$ cat src/rtl/circular_dma_pkg.sv
// circular_dma_pkg: shared types, constants and helpers for the circular DMA burst scheduler
package circular_dma_pkg;
   typedef enum logic [2:0] {S_IDLE, S_WAIT, S_ISSUE, S_RESP, S_ERROR} sched_state_t;
   localparam int unsigned C_4K_BYTES = 4096;
   function automatic int unsigned beat_bytes(input int unsigned width);
      return width / 8;
   endfunction
   function automatic logic [31:0] min3(input logic [31:0] a, input logic [31:0] b, input logic [31:0] c);
      logic [31:0] m;
      m = (a < b) ? a : b;
      return (m < c) ? m : c;
   endfunction
   function automatic logic [31:0] min4(input logic [31:0] a, input logic [31:0] b, input logic [31:0] c, input logic [31:0] d);
      return min3(a, b, (c < d) ? c : d);
   endfunction
endpackage

$ cat src/rtl/circular_dma_timeout_timer.sv
// circular_dma_timeout_timer: partial-burst timeout counter.
// Ports: clk, rst (sync, active high), run (count request), clr (restart on issue),
//        timeout (cycles, 0 disables), expired (count reached timeout-1 while running).
module circular_dma_timeout_timer (
   input  logic        clk,
   input  logic        rst,
   input  logic        run,
   input  logic        clr,
   input  logic [31:0] timeout,
   output logic        expired
);
   logic [31:0] count;
   assign expired = run && timeout != '0 && count == timeout - 32'd1;
   always_ff @(posedge clk)
      count <= (rst || !run || clr || expired) ? '0 : count + 32'd1;
endmodule

$ cat src/rtl/circular_dma_burst_sched.sv
// circular_dma_burst_sched: schedules AXI4 write bursts from the stream FIFO into a circular buffer.
// Ports: clk, rst/srst (sync resets), enable, mem_base/mem_size/timeout (config), fifo_words,
//        flush_fifo, cmd_valid/cmd_ready/cmd_addr/cmd_len (burst command), done_valid/done_err
//        (completion), bytes_written, status_flags {error, waiting_timeout, busy},
//        irq {write_error, wrapped, timeout_flush}, clear_irq (per-bit clear).
module circular_dma_burst_sched
   import circular_dma_pkg::*;
#(
   parameter int C_ADDR_WIDTH = 32,
   parameter int C_AXIS_WIDTH = 64,
   parameter int C_MAX_BURST  = 16
) (
   input  logic                    clk,
   input  logic                    rst,
   input  logic                    enable,
   input  logic                    srst,
   input  logic [C_ADDR_WIDTH-1:0] mem_base,
   input  logic [31:0]             mem_size,
   input  logic [31:0]             timeout,
   input  logic [15:0]             fifo_words,
   input  logic                    flush_fifo,
   output logic                    cmd_valid,
   input  logic                    cmd_ready,
   output logic [C_ADDR_WIDTH-1:0] cmd_addr,
   output logic [7:0]              cmd_len,
   input  logic                    done_valid,
   input  logic                    done_err,
   output logic [31:0]             bytes_written,
   output logic [2:0]              status_flags,
   output logic [2:0]              irq,
   input  logic [2:0]              clear_irq
);
   localparam int unsigned B = beat_bytes(C_AXIS_WIDTH);
   localparam logic [31:0] MAX_BEATS = 32'(C_MAX_BURST);
   localparam logic [31:0] BURST_BYTES = 32'(C_MAX_BURST * B);
   sched_state_t state;
   logic [31:0] offset, fifo32, page_rem, buf_rem, beats, next_off;
   logic [C_ADDR_WIDTH-1:0] addr;
   logic run, expired, trigger, wrap, done_ok;
   logic [2:0] irq_set;
   always_comb begin
      fifo32   = {16'd0, fifo_words};
      run      = state == S_WAIT && enable && fifo32 != '0 && fifo32 < MAX_BEATS && timeout != '0;
      addr     = mem_base + C_ADDR_WIDTH'(offset);
      page_rem = (32'(C_4K_BYTES) - {20'd0, addr[11:0]}) / 32'(B);
      buf_rem  = (mem_size - offset) / 32'(B);
      beats    = min4(fifo32, MAX_BEATS, buf_rem, page_rem);
      trigger  = fifo32 >= MAX_BEATS || (fifo32 != '0 && (flush_fifo || expired));
      next_off = offset + ({24'd0, cmd_len} + 32'd1) * 32'(B);
      // >= rather than == keeps a shrunk mem_size from running the offset off the end
      wrap     = next_off >= mem_size;
      done_ok  = state == S_RESP && done_valid && !done_err;
      irq_set  = {state == S_RESP && done_valid && done_err, done_ok && wrap, state == S_WAIT && expired};
   end
   assign status_flags = {state == S_ERROR, run, state == S_ISSUE || state == S_RESP};
   circular_dma_timeout_timer u_timer (
      .clk    (clk),
      .rst    (rst || srst),
      .run    (run),
      .clr    (state == S_WAIT && enable && trigger),
      .timeout(timeout),
      .expired(expired)
   );
   always_ff @(posedge clk) begin
      if (rst || srst) begin
         state         <= S_IDLE;
         cmd_valid     <= 1'b0;
         cmd_addr      <= '0;
         cmd_len       <= '0;
         bytes_written <= '0;
         offset        <= '0;
         irq           <= '0;
      end else begin
         irq <= (irq & ~clear_irq) | irq_set;
         case (state)
            S_IDLE: if (enable) begin
               state         <= (mem_size >= BURST_BYTES) ? S_WAIT : S_ERROR;
               offset        <= '0;
               bytes_written <= '0;
            end
            S_WAIT: if (!enable) state <= S_IDLE;
            else if (trigger) begin
               cmd_addr  <= addr;
               cmd_len   <= 8'(beats - 32'd1);
               cmd_valid <= 1'b1;
               state     <= S_ISSUE;
            end
            S_ISSUE: if (cmd_ready) begin
               cmd_valid <= 1'b0;
               state     <= S_RESP;
            end
            S_RESP: if (done_valid) begin
               if (done_err) state <= S_ERROR;
               else begin
                  offset        <= wrap ? '0 : next_off;
                  bytes_written <= wrap ? '0 : next_off;
                  state         <= enable ? S_WAIT : S_IDLE;
               end
            end
            default: ;
         endcase
      end
   end
endmodule

$ cat config.mk
export PLATFORM = sky130hd
export DESIGN_NAME = circular_dma_burst_sched
export DESIGN_NICKNAME = d
export VERILOG_FILES = /design/src/rtl/circular_dma_pkg.sv /design/src/rtl/circular_dma_timeout_timer.sv /design/src/rtl/circular_dma_burst_sched.sv
export SDC_FILE = /design/constraint.sdc
export NUM_CORES = 1
export LEC_CHECK = 0
export ABC_AREA = 1
export CAP_MARGIN = 20
export CORE_UTILIZATION = 29
export DETAILED_ROUTE_END_ITERATION = 10
export GPL_TIMING_DRIVEN = 0
export RECOVER_POWER = 50
export SYNTH_ARGS = -nofsm -noshare
export SYNTH_HDL_FRONTEND = slang
export SYNTH_SLANG_ARGS = --single-unit
$ cat constraint.sdc
create_clock -name clk -period 7.1 [get_ports clk]
set_input_delay 1.065 -clock clk [delete_from_list [all_inputs] [get_ports clk]]
set_output_delay 1.065 -clock clk [all_outputs]
set_load 0.005 [all_outputs]
==> results.md <==
Global route:
- The number of global-route vias before repair was roughly 13000.
- The global-route wire length before repair is between 60000 and 70000 um.
- The overall track demand over capacity in global routing is 0.1918.
- The remaining global-route overflow is 0.
- The pin count of the biggest net entering global routing is 18.
- The number of antenna violations at the first check in global routing was 1.

Die:
- The core footprint is 0.04195 mm^2.
- Measured along the x axis, the die boundary spans 208.3 um.
- Measured along the y axis, the die boundary spans approximately 210 um.
- between 200 and 250 I/O pins were placed.
- The initial cell density of the core is 0.2943.
- The initialized floorplan defines 75 standard-cell rows.
- The floorplan step defined a die boundary enclosing about 0.043 mm^2.

Hold path:
- The number of instances on the worst hold path is 2.
- The startpoint identified for the worst hold timing path is irq[1].
- The tightest min-delay check is of the flip-flop to flip-flop type.
- For hold timing, the worst endpoint is irq[1].

Synthesis:
- The distinct cell type count of the synthesized netlist is slightly below 60.
- Of the total synthesized cell area, the portion taken by full adders, half adders and majority gates is 0.1243.
- The flip-flop and latch count after synthesis is 108.
- The average cell area after synthesis is approximately 6 um^2.
- Of the total synthesized cell area, the portion taken by XOR and XNOR cells is 0.08088.
- The simple logic cell fraction of the synthesized area is 0.3732.
- Yosys attributes the largest share of cell area to sky130_fd_sc_hd__dfxtp_1 18%, sky130_fd_sc_hd__nand2_1 15%, sky130_fd_sc_hd__ha_1 12%, sky130_fd_sc_hd__inv_1 11%, sky130_fd_sc_hd__nor2_1 6.2%.
- Synthesis produced a netlist whose cell count is 2005.
- The sequential-to-total area share from yosys stat is 0.1751.
- The cell type with the highest aggregate area in the netlist is sky130_fd_sc_hd__dfxtp_1.
- The portion of synthesized area spent on multiplexers is 0.
- The main combinational cell family by area after synthesis is simple AND/OR/NAND/NOR gates.
- For this run, the number of Yosys warnings is 0.
- After synthesis the cells add up to 0.01235 mm^2.
- The share of synthesized area in the top cell type comes to 0.1751.
- The fraction of the mapped netlist area in compound gates is 0.1188.

Setup path:
- Data on the critical path arrives at its endpoint at 6.77 ns.
- Counting stages on the worst path, the most repeated cell is sky130_fd_sc_hd__nand2_1.
- The highest fanout seen on the critical path is 10.
- The endpoint identified for the worst register-to-register timing path is offset[3].
- The internal reg-to-reg setup slack is roughly 1.1 ns.
- The worst setup path is launched from a primary input.
- The worst register-to-register path begins at cmd_len[1].
- At the worst endpoint, the required time is 7.37 ns.
- The cell with the biggest individual delay on the critical path is sky130_fd_sc_hd__clkdlybuf4s50_1.
- The largest single stage delay on the critical path is 0.41 ns.
- The kind of capture point of the worst setup path is a flip-flop.
- The start-to-end type of the worst setup path is primary input to flip-flop.
- The cell depth of the worst flop-to-flop path is 34.

Cells and area:
- The count of inserted antenna diode cells is 0.
- From synthesis to final layout, the design area changed by 24.03%.
- The net count reported at finish is 2478.
- In the final layout, the share of cells above drive strength 1 is 0.05096.

Clock network:
- The maximum number of buffers from clock root to sink is 2.
- The clock-pin slew on the worst setup and hold paths is 0.08 ns.
- The hold buffer count at CTS is 0.
- The clock network latency to the later pin of the worst-skew pair is ~0.37 ns.
- In this run the number of H-tree levels came out at 3.
- The number of clock sinks is between 100 and 150.
- TritonCTS built the clock tree.
- The number of CTS-inserted buffers is 9.
- The cell at the root of the clock tree is sky130_fd_sc_hd__clkbuf_16.

Timing:
- Setup total negative slack on the finished layout was measured at 0 ns.
- The final-report max-slew violation count was 0.
- The final hold violation count is 0.
- Setup repair after global routing left no endpoint under its margin.
- Measured against its own limit, the worst slew margin works out to 0.3768.
- Setup violations remaining at the end of the flow were counted as 0.
- The clock arrives with slightly below 0.008 ns of skew.
- The slew at the pin closest to its max-slew limit is around 0.93 ns.
- The time the worst path needs with I/O delays and setup is between 6 and 7 ns.
- Across all setup checks in the final design, the least slack found is 0.5942 ns.
- Timing would allow up to ~0.15 GHz.
- In the finished design, the share of the clock period the worst path needs comes to 0.9163.

Route:
- The number of violations reported at the end of detailed-routing iteration 0 is slightly below 800.
- The detail-routed net length per standard cell is about 15 um.
- The detailed router placed roughly 13000 vias in this run.
- Once detail routing completed, the nets flagged for antenna violations numbered 0.
- The average via count per standard cell is 4.739.
- The wire length reported by the detailed router is 42000 um.
- Before antenna repair, the detailed router went through 5 iterations.
- The remaining design rule violation count is 0.

Pwr:
- The switching power share of the total is 0.3290.
- The switching power total is approximately 0.53 mW.
- The internal power contribution is between 1 and 1.5 mW.
- The analysis attributes to cell leakage a power of between 7 and 8 nW.
- The share of total power dissipated in the clock network is 0.331.
- The largest vdd supply drop is ~130 uV.
- The sequential share of power is 0.381.
- The logic gate share of total power is 0.288.
- The power density normalized to cell area is between 100 and 150 mW/mm^2.

Run:
- The max-cap check violation count is 0.

Status:
- The flow ran to the end, and the final reports show no timing, DRC or antenna violations.

Place:
- During placement, the flow inserted port buffers numbering 198.
- The routability-driven placement congestion ratio is ~0.9.
- Timing analysis after detailed placement gives a worst setup slack of -0.1794 ns.
- The post-DP HPWL is about 37000 um.
==> flip-flops by register name (all words and copies together) (netlist names) <==
signal and flops:
u_timer.count 32, cmd_valid 1, offset 29, cmd_addr 32, irq 3, cmd_len 8
state 3
==> worst max-delay path by stage <==
stage                      startpoint  slack, ns          to
final                     mem_base[4]       0.59  cmd_len[4]
after global routing      mem_base[4]       0.09  cmd_len[2]
after CTS                 mem_base[4]       0.18  cmd_len[4]
after detailed placement  mem_base[4]      -0.18  cmd_len[4]
after global placement    mem_base[4]      -0.22  cmd_len[4]
after floorplan           mem_base[4]       1.65  cmd_len[4]
==> cells in the mapped netlist, drive strengths merged <==
cell       n
a2111oi    3
ha       121
nand3    120
o21bai     4
fa         1
or2       15
a22oi     18
o311ai     1
and3       2
conb       2
nor4      14
xor2      83
o21ai     79
buf       14
nor3      54
nand2    511
or3        1
a21oi    130
nor2     226
nand3b     9
nor3b      3
dfxtp    108
a211oi     4
o21a       2
o221ai     4
o221a      2
and2       8
or4        2
nand4     41
a21o       3
xnor2     31
clkbuf    15
o32ai      1
o31ai      3
a221oi     1
a41oi      1
o2111ai    2
inv      363
a31oi      3
==> kinds of logic after synthesis <==
family,Yosys count
other,2
buffers and inverters,392
XOR/XNOR,114
adder cells (fa/ha/maj),122
flip-flops,108
AO/OA/AOI/OAI,261
AND/OR/NAND/NOR,1006
==> cell usage in the layout (no fill, tap or decap), drive strengths merged, types with 3 or more instances in the layout <==
cell type,count
nand2,511
inv,363
nor2,226
a21oi,130
ha,121
clkdlybuf4s50,121
nand3,120
dfxtp,108
xor2,83
o21ai,79
dlygate4sd3,77
nor3,54
nand4,41
xnor2,31
clkbuf,26
conb,20
a22oi,18
or2,15
nor4,14
buf,14
nand3b,9
and2,8
o21bai,4
o221ai,4
a211oi,4
a21o,3
a31oi,3
o31ai,3
nor3b,3
a2111oi,3
clkinv,3
==> power by group through the flow <==
stage          logic [mW]  registers [mW]  clock network (mW)
2_1_floorplan       0.279           0.629                   0
3_3_place_gp        0.459           0.629                   0
3_5_place_dp        0.464           0.629                   0
4_1_cts             0.467           0.615               0.553
5_1_grt             0.523           0.616               0.579
6_report            0.465           0.615               0.534
==> layer usage <==
metal / up-vias / GRT usage / share of wire
met5: - / 0 / 0.00024
met2: 307 / 0.3298 / 0.47
met1: 5911 / 0.2446 / 0.47
met4: 2 / 0.06590 / 0.029
li1: 6886 / - / -
met3: 50 / 0.02566 / 0.040
==> final cells by class <==
cell class | count | area (um^2)
buffer | 29 | 200.2
multi-input combinational | 1523 | 8627
inverter | 363 | 1363
sequential | 108 | 2162
clock inverter | 5 | 60.06
tap | 539 | 674.4
clock buffer | 10 | 239.0
timing repair buffer | 199 | 1987
fill | 4584 | 26630
==> critical path, delay by kind of cell <==
family                     cells  cell delay [ns]
buffers and inverters          6             0.74
adders and majority gates      4             1.11
xor gates and xnor gates       1             0.23
and+or+nand+nor               20             2.37
AOI/OAI and AO/OA              5             1.22
==> metrics by stage <==
step / utilization / cell area [um^2] / cells / hold WS, ns / power (mW)
2_1_floorplan: - / 12410 / 2023 / 0.4370 / 0.9081
3_3_place_gp: 0.3593 / 15070 / 2760 / 0.4599 / 1.088
3_5_place_dp: 0.3594 / 15070 / 2761 / 0.4586 / 1.093
4_1_cts: 0.3665 / 15370 / 2776 / 0.4703 / 1.634
5_1_grt: 0.3650 / 15310 / 2776 / 0.4928 / 1.718
6_report: 0.3650 / 15310 / 2776 / 0.4638 / 1.614
==> what timing repair did <==
item	4_1_cts	5_1_grt
setup endpoints to repair	0	7
resized for setup	0	4
buffers inserted	0	0
Note: power is estimated with default switching activity, not from simulation.
